## config.mk

```make
export PLATFORM = sky130hd
export DESIGN_NAME = mac_pipe_flat
export DESIGN_NICKNAME = d
export VERILOG_FILES = /design/src/rtl/mac_pipe_if.sv /design/src/rtl/mac_pipe.sv /design/src/flat_wrapper.sv
export SDC_FILE = /design/constraint.sdc
export NUM_CORES = 1
export LEC_CHECK = 0
export CAP_MARGIN = 5
export CORE_MARGIN = 2
export CORE_UTILIZATION = 43
export DETAILED_ROUTE_END_ITERATION = 6
export PLACE_DENSITY_LB_ADDON = 0.1
export SYNTH_ARGS = -nofsm -noshare
export SYNTH_HDL_FRONTEND = slang
export SYNTH_SLANG_ARGS = --single-unit
export TNS_END_PERCENT = 30
```

## constraint.sdc

```tcl
create_clock -name clk -period 4.6 [get_ports clk]
set_input_delay 0.92 -clock clk [delete_from_list [all_inputs] [get_ports clk]]
set_output_delay 0.92 -clock clk [all_outputs]
set_load 0.02 [all_outputs]
```

## src/rtl/mac_pipe_if.sv

```systemverilog
// Term/result handshake bundle for mac_pipe: a valid/ready term stream in and a
// valid/ready result stream out. The master is the producer of terms and the consumer of results.
interface mac_pipe_if #(
  parameter int A_W   = 8,
  parameter int B_W   = 18,
  parameter int OUT_W = 26,
  parameter int CNT_W = 10
);
  logic             in_valid;
  logic             in_ready;
  logic             in_first;
  logic             in_last;
  logic [A_W-1:0]   a;
  logic [B_W-1:0]   b;
  logic             out_valid;
  logic             out_ready;
  logic [OUT_W-1:0] out_data;
  logic [CNT_W-1:0] out_cnt;
  logic             out_sat;

  modport master (
    output in_valid, in_first, in_last, a, b, out_ready,
    input  in_ready, out_valid, out_data, out_cnt, out_sat
  );

  modport slave (
    input  in_valid, in_first, in_last, a, b, out_ready,
    output in_ready, out_valid, out_data, out_cnt, out_sat
  );
endinterface

```

## src/rtl/mac_pipe.sv

```systemverilog
// Pipelined multiply-accumulate over first..last delimited term vectors, one result per vector.
// Optional output clamping is enabled by defining MAC_SAT_EN; otherwise the result wraps to OUT_W bits.
module mac_pipe #(
  parameter int A_W      = 8,
  parameter int B_W      = 18,
  parameter int A_SIGNED = 0,
  parameter int B_SIGNED = 1,
  parameter int ACC_W    = 40,
  parameter int SHIFT    = 0,
  parameter int OUT_W    = 26,
  parameter int CNT_W    = 10
) (
  input  logic        clk,
  input  logic        rst_n,
  input  logic        ce_i,
  mac_pipe_if.slave   mac_bus
);
  localparam int PW = A_W + B_W;
  localparam bit RES_SIGNED = (A_SIGNED != 0) || (B_SIGNED != 0);
  localparam logic [CNT_W-1:0] CNT_MAX = '1;

  logic             adv;
  logic             s1_valid_q, s1_first_q, s1_last_q;
  logic [A_W-1:0]   s1_a_q;
  logic [B_W-1:0]   s1_b_q;
  logic             s2_valid_q, s2_first_q, s2_last_q;
  logic [PW-1:0]    s2_prod_q;
  logic             s3_valid_q, s3_first_q, s3_last_q;
  logic [PW-1:0]    s3_prod_q;
  logic [ACC_W-1:0] acc_q, acc_d;
  logic [CNT_W-1:0] cnt_q, cnt_d, cnt_base;
  logic             fresh_q;
  logic             out_valid_q;
  logic [OUT_W-1:0] out_data_q, fmt_data;
  logic [CNT_W-1:0] out_cnt_q;

  logic signed [A_W:0] a_ext;
  logic signed [B_W:0] b_ext;
  logic [PW-1:0]       prod_d;
  logic                restart;
  logic [ACC_W-1:0]    prod_ext, shifted;

  assign adv               = ce_i & (~out_valid_q | mac_bus.out_ready);
  assign mac_bus.in_ready  = adv & rst_n;
  assign mac_bus.out_valid = out_valid_q;
  assign mac_bus.out_data  = out_data_q;
  assign mac_bus.out_cnt   = out_cnt_q;

  // One extra sign bit per operand lets a single signed multiply cover every signedness mix.
  assign a_ext  = {(A_SIGNED != 0) && s1_a_q[A_W-1], s1_a_q};
  assign b_ext  = {(B_SIGNED != 0) && s1_b_q[B_W-1], s1_b_q};
  assign prod_d = PW'(a_ext) * PW'(b_ext);

  assign restart  = s3_first_q | fresh_q;
  assign prod_ext = RES_SIGNED ? ACC_W'($signed(s3_prod_q)) : ACC_W'(s3_prod_q);
  assign acc_d    = (restart ? '0 : acc_q) + prod_ext;
  assign cnt_base = restart ? '0 : cnt_q;
  assign cnt_d    = (cnt_base == CNT_MAX) ? CNT_MAX : cnt_base + CNT_W'(1);
  assign shifted  = RES_SIGNED ? ACC_W'($signed(acc_d) >>> SHIFT) : (acc_d >> SHIFT);

`ifdef MAC_SAT_EN
  logic out_sat_q, fmt_sat;

  always_comb begin
    fmt_data = shifted[OUT_W-1:0];
    fmt_sat  = 1'b0;
    if (RES_SIGNED) begin
      // In range only when every bit above the result sign bit matches it.
      if (!((&shifted[ACC_W-1:OUT_W-1]) || (~|shifted[ACC_W-1:OUT_W-1]))) begin
        fmt_sat  = 1'b1;
        fmt_data = {shifted[ACC_W-1], {(OUT_W-1){~shifted[ACC_W-1]}}};
      end
    end else if (|shifted[ACC_W-1:OUT_W]) begin
      fmt_sat  = 1'b1;
      fmt_data = '1;
    end
  end

  always_ff @(posedge clk or negedge rst_n) begin
    if (!rst_n) begin
      out_sat_q <= 1'b0;
    end else if (adv && s3_valid_q && s3_last_q) begin
      out_sat_q <= fmt_sat;
    end
  end

  assign mac_bus.out_sat = out_sat_q;
`else
  assign fmt_data        = OUT_W'(shifted);
  assign mac_bus.out_sat = 1'b0;
`endif

  // Operand, product and product-pipe stages; the product pipe keeps the adder off the multiplier path.
  always_ff @(posedge clk or negedge rst_n) begin
    if (!rst_n) begin
      s1_valid_q <= 1'b0;
      s1_first_q <= 1'b0;
      s1_last_q  <= 1'b0;
      s1_a_q     <= '0;
      s1_b_q     <= '0;
      s2_valid_q <= 1'b0;
      s2_first_q <= 1'b0;
      s2_last_q  <= 1'b0;
      s2_prod_q  <= '0;
      s3_valid_q <= 1'b0;
      s3_first_q <= 1'b0;
      s3_last_q  <= 1'b0;
      s3_prod_q  <= '0;
    end else if (adv) begin
      s1_valid_q <= mac_bus.in_valid;
      s1_first_q <= mac_bus.in_first;
      s1_last_q  <= mac_bus.in_last;
      s1_a_q     <= mac_bus.a;
      s1_b_q     <= mac_bus.b;
      s2_valid_q <= s1_valid_q;
      s2_first_q <= s1_first_q;
      s2_last_q  <= s1_last_q;
      s2_prod_q  <= prod_d;
      s3_valid_q <= s2_valid_q;
      s3_first_q <= s2_first_q;
      s3_last_q  <= s2_last_q;
      s3_prod_q  <= s2_prod_q;
    end
  end

  always_ff @(posedge clk or negedge rst_n) begin
    if (!rst_n) begin
      acc_q       <= '0;
      cnt_q       <= '0;
      fresh_q     <= 1'b1;
      out_valid_q <= 1'b0;
      out_data_q  <= '0;
      out_cnt_q   <= '0;
    end else if (adv) begin
      if (s3_valid_q) begin
        acc_q   <= acc_d;
        cnt_q   <= cnt_d;
        fresh_q <= s3_last_q;
      end
      if (s3_valid_q && s3_last_q) begin
        out_valid_q <= 1'b1;
        out_data_q  <= fmt_data;
        out_cnt_q   <= cnt_d;
      end else if (out_valid_q) begin
        // adv with a pending result implies the consumer took it this cycle.
        out_valid_q <= 1'b0;
      end
    end
  end
endmodule

```

## src/flat_wrapper.sv

```systemverilog
// flat-port wrapper written by rule: the top's interface ports become plain ports
module mac_pipe_flat 
#(
  parameter int A_W      = 8,
  parameter int B_W      = 18,
  parameter int A_SIGNED = 0,
  parameter int B_SIGNED = 1,
  parameter int ACC_W    = 40,
  parameter int SHIFT    = 0,
  parameter int OUT_W    = 26,
  parameter int CNT_W    = 10
)
  (clk, rst_n, ce_i, mac_bus_in_valid, mac_bus_in_first, mac_bus_in_last, mac_bus_a, mac_bus_b, mac_bus_out_ready, mac_bus_in_ready, mac_bus_out_valid, mac_bus_out_data, mac_bus_out_cnt, mac_bus_out_sat);
  mac_pipe_if #(.A_W(A_W), .B_W(B_W), .OUT_W(OUT_W), .CNT_W(CNT_W)) mac_bus_i ();
  input  logic clk;
  input  logic rst_n;
  input  logic ce_i;
  input wire logic [$bits(mac_bus_i.in_valid)-1:0] mac_bus_in_valid;
  input wire logic [$bits(mac_bus_i.in_first)-1:0] mac_bus_in_first;
  input wire logic [$bits(mac_bus_i.in_last)-1:0] mac_bus_in_last;
  input wire logic [$bits(mac_bus_i.a)-1:0] mac_bus_a;
  input wire logic [$bits(mac_bus_i.b)-1:0] mac_bus_b;
  input wire logic [$bits(mac_bus_i.out_ready)-1:0] mac_bus_out_ready;
  output wire logic [$bits(mac_bus_i.in_ready)-1:0] mac_bus_in_ready;
  output wire logic [$bits(mac_bus_i.out_valid)-1:0] mac_bus_out_valid;
  output wire logic [$bits(mac_bus_i.out_data)-1:0] mac_bus_out_data;
  output wire logic [$bits(mac_bus_i.out_cnt)-1:0] mac_bus_out_cnt;
  output wire logic [$bits(mac_bus_i.out_sat)-1:0] mac_bus_out_sat;
  assign mac_bus_i.in_valid = mac_bus_in_valid;
  assign mac_bus_i.in_first = mac_bus_in_first;
  assign mac_bus_i.in_last = mac_bus_in_last;
  assign mac_bus_i.a = mac_bus_a;
  assign mac_bus_i.b = mac_bus_b;
  assign mac_bus_i.out_ready = mac_bus_out_ready;
  assign mac_bus_in_ready = mac_bus_i.in_ready;
  assign mac_bus_out_valid = mac_bus_i.out_valid;
  assign mac_bus_out_data = mac_bus_i.out_data;
  assign mac_bus_out_cnt = mac_bus_i.out_cnt;
  assign mac_bus_out_sat = mac_bus_i.out_sat;
  mac_pipe #(.A_W(A_W), .B_W(B_W), .A_SIGNED(A_SIGNED), .B_SIGNED(B_SIGNED), .ACC_W(ACC_W), .SHIFT(SHIFT), .OUT_W(OUT_W), .CNT_W(CNT_W)) u_core (.clk(clk), .rst_n(rst_n), .ce_i(ce_i), .mac_bus(mac_bus_i));
endmodule
```

== Word-level counts from Yosys, hierarchy flattened ==
Cells that the tools add are included.
Cells by class
  add/sub/neg operators: 2
  multiply operators: 1
  div/mod/pow operators: 0
  magnitude comparators: 0
  equality and inequality tests: 1
  shift operators: 0
  muxes and demuxes: 4
  bitwise logic cells: 5
  reduce and logical (&&, ||, !) cells: 3
Operators by type and width (number)
  $add 40x40->40: 1
  $mux 40: 1
  $mul 9x18->26: 1
  $mux 10: 2
  $add 10x1->10 const B: 1
  $eq 10x10->1 const B: 1
  $reduce_and 2->1: 2
  $and 1x1->1: 2
  $or 1x1->1: 2
  $logic_and 1x1->1: 1
  $mux 1: 1
  $not 1->1: 1
Storage, ports and cells
  register bits after elaboration: 175
  latch bits: 0
  memory bits (writable): 0
  bits in read-only memories: 0
  bits of input ports: 33
  output and inout port bits: 39
  word-level logic and storage cells: 35
  memories kept: 0

== Depth between registers and ports, before layout ==
  depth after elaboration: 4
  depth in mapped cells: 21
  mapped depth without buffers: 19

== Worst setup path before layout ==
No wires, ideal clock.
  path kind: register to register
  from: register u_core.s1_a_q[2]
  to: register u_core.s2_prod_q[25]
  library setup time: 131 ps
  arrival: 4822 ps
  required time: 4469 ps
  slack: -353 ps
  cell stages (with the launch flop): 20
  path buffers: 2
  clock period less this slack: 4953 ps
  cell sequence: dfrtp_1 > clkbuf_1 > clkbuf_1 > nand2_1 > fa_1 > inv_1 > fa_1 > fa_1 > inv_1 > fa_1 > inv_1 > ha_1 > a211o_1 > a211o_1 > a21oi_2 > a21oi_2 > a211o_1 > a31oi_1 > xnor2_1 > o21ai_1
Between the ends
  longest elaborated chain between the ends: 1
Ends and longest elaborated chain
  from (decl): RTL line mac_pipe.sv:24  | logic [A_W-1:0] s1_a_q;
  from (signal assigned): RTL line mac_pipe.sv:113  | s1_a_q <= mac_bus.a;
  $mul 9x18->26: RTL line mac_pipe.sv:52  | assign prod_d = PW'(a_ext) * PW'(b_ext);
  to (signal assigned): RTL line mac_pipe.sv:118  | s2_prod_q <= prod_d;
  to (decl): RTL line mac_pipe.sv:27  | logic [PW-1:0] s2_prod_q;
No other way between the ends.
A chain may end at the register's enable or synchronous reset.

== Final worst setup path ==
  from: register u_core.s1_a_q[5]
  to: register u_core.s2_prod_q[23]
The elaborated chain is that of the path after synthesis.

==> impl_metrics.py <==
metrics = {
    "worst_setup_path": {
        "worstPathArrival_ns": 5.03,
        "cpMaxStageDelayCell": "fa_1",
        "cp-end-kind": "flip-flop",
        "critPathLaunchType": "flip-flop",
        "rr_endpoint": "u_core.s2_prod_q[23]$_DFFE_PN0P_",
        "cp_cell_sequence": "buf_4, and2_1, fa_1, fa_1, fa_1, inv_1, fa_1, inv_1, ha_1, nand4_1, a211oi_2, a21oi_2, a21oi_2, a211oi_1, o41ai_2, xnor2_1, o21ai_1",
        "cp.depth": 17,
        "crit_family": "adder cells",
        "r2r_cells": 17,
        "crit_type": "flip-flop to flip-flop",
        "required_ns": 4.92,
        "cp_slowest_stage_delay_ns": 0.57,
        "r2r_setup_slack_ns": -0.11,
        "worstPathMaxFanout": 6,
        "cp_num_buf_inv": 3,
        "cp-endpoint": "u_core.s2_prod_q[23]$_DFFE_PN0P_",
        "startpoint": "u_core.s1_a_q[5]$_DFFE_PN0P_",
        "crit_top_cell": "fa_1",
        "r2r_start": "u_core.s1_a_q[5]$_DFFE_PN0P_",
    },
    "power_and_ir_drop": {
        "switchingPower_mw": 4.671,
        "p_clk_frac": 0.146,
        "powerDensity_mw_per_mm2": 690.3,
        "swShare": 0.4380,
        "p_seq_frac": 0.209,
        "p_int_mw": 5.993,
        "power.total_mw": 10.66,
        "max-vdd-ir-drop_mv": 0.3657,
        "p_comb_frac": 0.645,
        "p_leak_nw": 7.912,
    },
    "place": {
        "port_buffers": 70,
        "place_congestion": 0.8337,
        "dpl.hpwl_mm": 21.72,
        "place_ws_ns": -0.3041,
        "placed_area_mm2": 0.01448,
    },
    "cts": {
        "cts_root_buffer": "clkbuf_16",
        "htree_levels": 4,
        "cts_buffer_depth": 2,
        "cts_buffers": 17,
        "cts_tree": "built",
        "clk_latency_ns": 0.44,
        "cts_hold_buffers": 0,
        "clkSinkCount": 161,
        "clk_pin_slew_ns": 0.08,
    },
    "synth": {
        "ys.flop_type": "dfrtp_1",
        "yosysTopAreaCellShare": 0.3144,
        "syn-num-nets": 1700,
        "synth-seq-area-share": 0.3165,
        "synth_cell_type_count": 65,
        "synth_cells": 1477,
        "async_flop_share": 1.000,
        "yosys_warnings": 0,
        "avgSynthCellArea_um2": 8.621,
        "synth_seq_cells": 161,
        "synth_area_mm2": 0.01273,
        "synth_area_leader_cell": "dfrtp_1",
        "yosys-top-cells-area": "dfrtp_1, fa_1, nand2_1",
        "synth-edff-count": 0,
    },
    "routing": {
        "vias": 9793,
        "remaining_drc_errors": 0,
        "drt-wirelength-per-cell_um": 14.23,
        "drtIter0Drc": 479,
        "first_pass_iters": 7,
        "vias_per_cell": 4.843,
        "drtAntennaViolNets": 0,
        "routed_wl_mm": 28.77,
    },
    "sta": {
        "hold_slack_ns": 0.4068,
        "rsz0062_at_grt": "yes",
        "layout_setup_ws_ns": -0.1066,
        "worst_slew_pin_slew_ns": 0.7034,
        "slew_violations": 0,
        "setup_violations": 6,
        "slew_headroom": 0.5311,
        "period_needed_ns": 4.707,
        "finalClockSkew_ns": 0.01677,
        "period_share": 1.023,
        "finalHoldViolCount": 0,
        "fmax_mhz": 212.5,
    },
    "min_path": {
        "holdCritPathClass": "primary input to asynchronous set/reset pin",
    },
    "global_route": {
        "grt_pass1_vias": 10120,
        "grt_max_degree": 123,
        "grtUsageTotal": 0.1981,
        "grt-ovfl-total": 0,
        "grt_first_pass_wirelength_mm": 49.71,
        "antenna_found_initial": 0,
    },
    "final_layout": {
        "seqCellArea_mm2": 0.004043,
        "num-nets-final": 1842,
        "syn2layout_area_growth_pct": 21.31,
        "postLayoutCoreUtil": 0.5254,
        "multi_input_area_mm2": 0.007996,
        "fill_cells": 2747,
        "diodes": 0,
        "drive_gt1_frac": 0.1342,
        "final_cell_area_mm2": 0.01545,
    },
    "status": {
        "status": "finished, violations left",
        "violations": "negative setup slack",
    },
    "die": {
        "ios": 72,
        "start_util": 0.4331,
        "core-area_mm2": 0.02940,
        "die_area_mm2": 0.03101,
        "die_y_um": 176.1,
        "dieWidth_um": 176.1,
        "rows": 63,
    },
    "run": {
        "maxCapViolCount": 0,
    },
}
## cells in the final DEF (no fill, tap or decap), types with 5 or more instances in the layout
master             n
ha_1              70
dfrtp_2           10
clkdlybuf4s50_1   69
dfrtp_1          150
a21o_1            17
a31oi_1            9
nor3_1             8
xor2_1            19
a21oi_2            6
a211oi_1           5
mux2_2            12
and3_1             5
and2_1           103
buf_4            108
ha_4               6
nor2_1            36
a21oi_1           38
inv_1            180
fa_1             110
clkbuf_16         17
nand3_1           12
nor2b_1            5
nand2_1          434
xnor2_1           27
o21a_1             8
a211o_1            5
o21ai_1           16
o21ai_0           42
## area by class of cell
class / instances / share of cell area
Tap cell: 390 / 0.03159
Timing Repair Buffer: 183 / 0.1033
Sequential cell: 161 / 0.2617
Clock buffer: 17 / 0.02754
Inverter: 183 / 0.04447
Clock inverter: 15 / 0.01377
Multi-Input combinational cell: 1073 / 0.5177
## worst register-to-register path: cells and delay by family (launching register included)
| family | cells | cell delay [ns] |
|---|---|---|
| adder cells (fa/ha/maj) | 5 | 2.39 |
| AO/OA/AOI/OAI | 6 | 1.10 |
| buffers and inverters | 3 | 0.25 |
| flip-flops | 1 | 0.42 |
| AND/OR/NAND/NOR | 2 | 0.27 |
| XOR/XNOR | 1 | 0.15 |
## timing repair
item,in CTS,in global routing
resized for setup,48,7
setup buffers,12,7
pin swaps,17,15
setup endpoints to repair,8,11
## worst min-delay path by stage
stage,slack (ns),startpoint,to,depth (start not counted)
final,0.41,rst_n,u_core.s1_a_q[7]$_DFFE_PN0P_,1
after global routing,0.41,rst_n,u_core.s1_a_q[7]$_DFFE_PN0P_,1
after CTS,0.40,rst_n,u_core.s1_a_q[7]$_DFFE_PN0P_,1
after detailed placement,0.45,u_core.s2_valid_q$_DFFE_PN0P_,u_core.s3_valid_q$_DFFE_PN0P_,2
after global placement,0.45,u_core.s2_prod_q[21]$_DFFE_PN0P_,u_core.s3_prod_q[21]$_DFFE_PN0P_,2
after floorplan,0.44,u_core.acc_q[0]$_DFFE_PN0P_,u_core.acc_q[0]$_DFFE_PN0P_,2
## power by group through the flow
| stage | Sequential [mW] | Clock (mW) | Combinational (mW) |
|---|---|---|---|
| floorplan | 2.29 | 0 | 4.31 |
| global placement | 2.24 | 0 | 6.33 |
| detailed placement | 2.25 | 0 | 6.39 |
| CTS | 2.23 | 1.60 | 6.86 |
| global route | 2.30 | 1.65 | 7.82 |
| finish | 2.22 | 1.56 | 6.88 |
## synth_stat cells, types with 3 or more instances
master and instances:
a211o_1 5, a211oi_1 8, a21o_1 17, a21oi_1 42
a31oi_1 10, and2_1 106, and3_1 7, clkbuf_1 55
dfrtp_1 160, fa_1 113, ha_1 77, inv_1 183
mux2_2 12, nand2_1 434, nand3_1 12, nand4_1 4
nor2_1 37, nor2b_1 5, nor3_1 8, o211ai_1 4
o21a_1 9, o21ai_0 45, o21ai_1 17, o21bai_1 3
o31ai_1 4, or3_1 4, xnor2_1 27, xor2_1 19
## flip-flops by register name, summed over array words and instances (netlist names), 8 cells and up
register,flops
u_core.acc_q,26
u_core.s1_b_q,18
u_core.s1_a_q,8
u_core.mac_bus.out_cnt,10
u_core.s3_prod_q,26
u_core.s2_prod_q,26
u_core.mac_bus.out_data,26
u_core.cnt_q,10
## logic make-up after synthesis
family / count (synthesis) / share of synthesized area
buffers and inverters: 243 / 0.07281
adder cells (fa/ha/maj): 190 / 0.2533
AND/OR/NAND/NOR: 633 / 0.2188
flip-flops: 161 / 0.3165
other: 1 / 0.0002945
XOR/XNOR: 46 / 0.03164
AO/OA/AOI/OAI: 189 / 0.09443
multiplexers: 14 / 0.01218
## stage by stage
step	setup TNS [ns]	cells
floorplan	-0.02945	1477
global route	-2.440	2022
detailed placement	-1.570	1973
finish	-0.4673	2022
global placement	-1.187	1973
CTS	-0.5951	2016
## metal layers
layer,GRT usage,up-vias,share of wire
met1,0.2679,4708,0.48
met5,0,-,0
li1,-,4933,-
met3,0.02627,20,0.030
met4,0.04270,0,0.0093
met2,0.3408,132,0.48
Note: power is estimated with default switching activity, not from simulation.
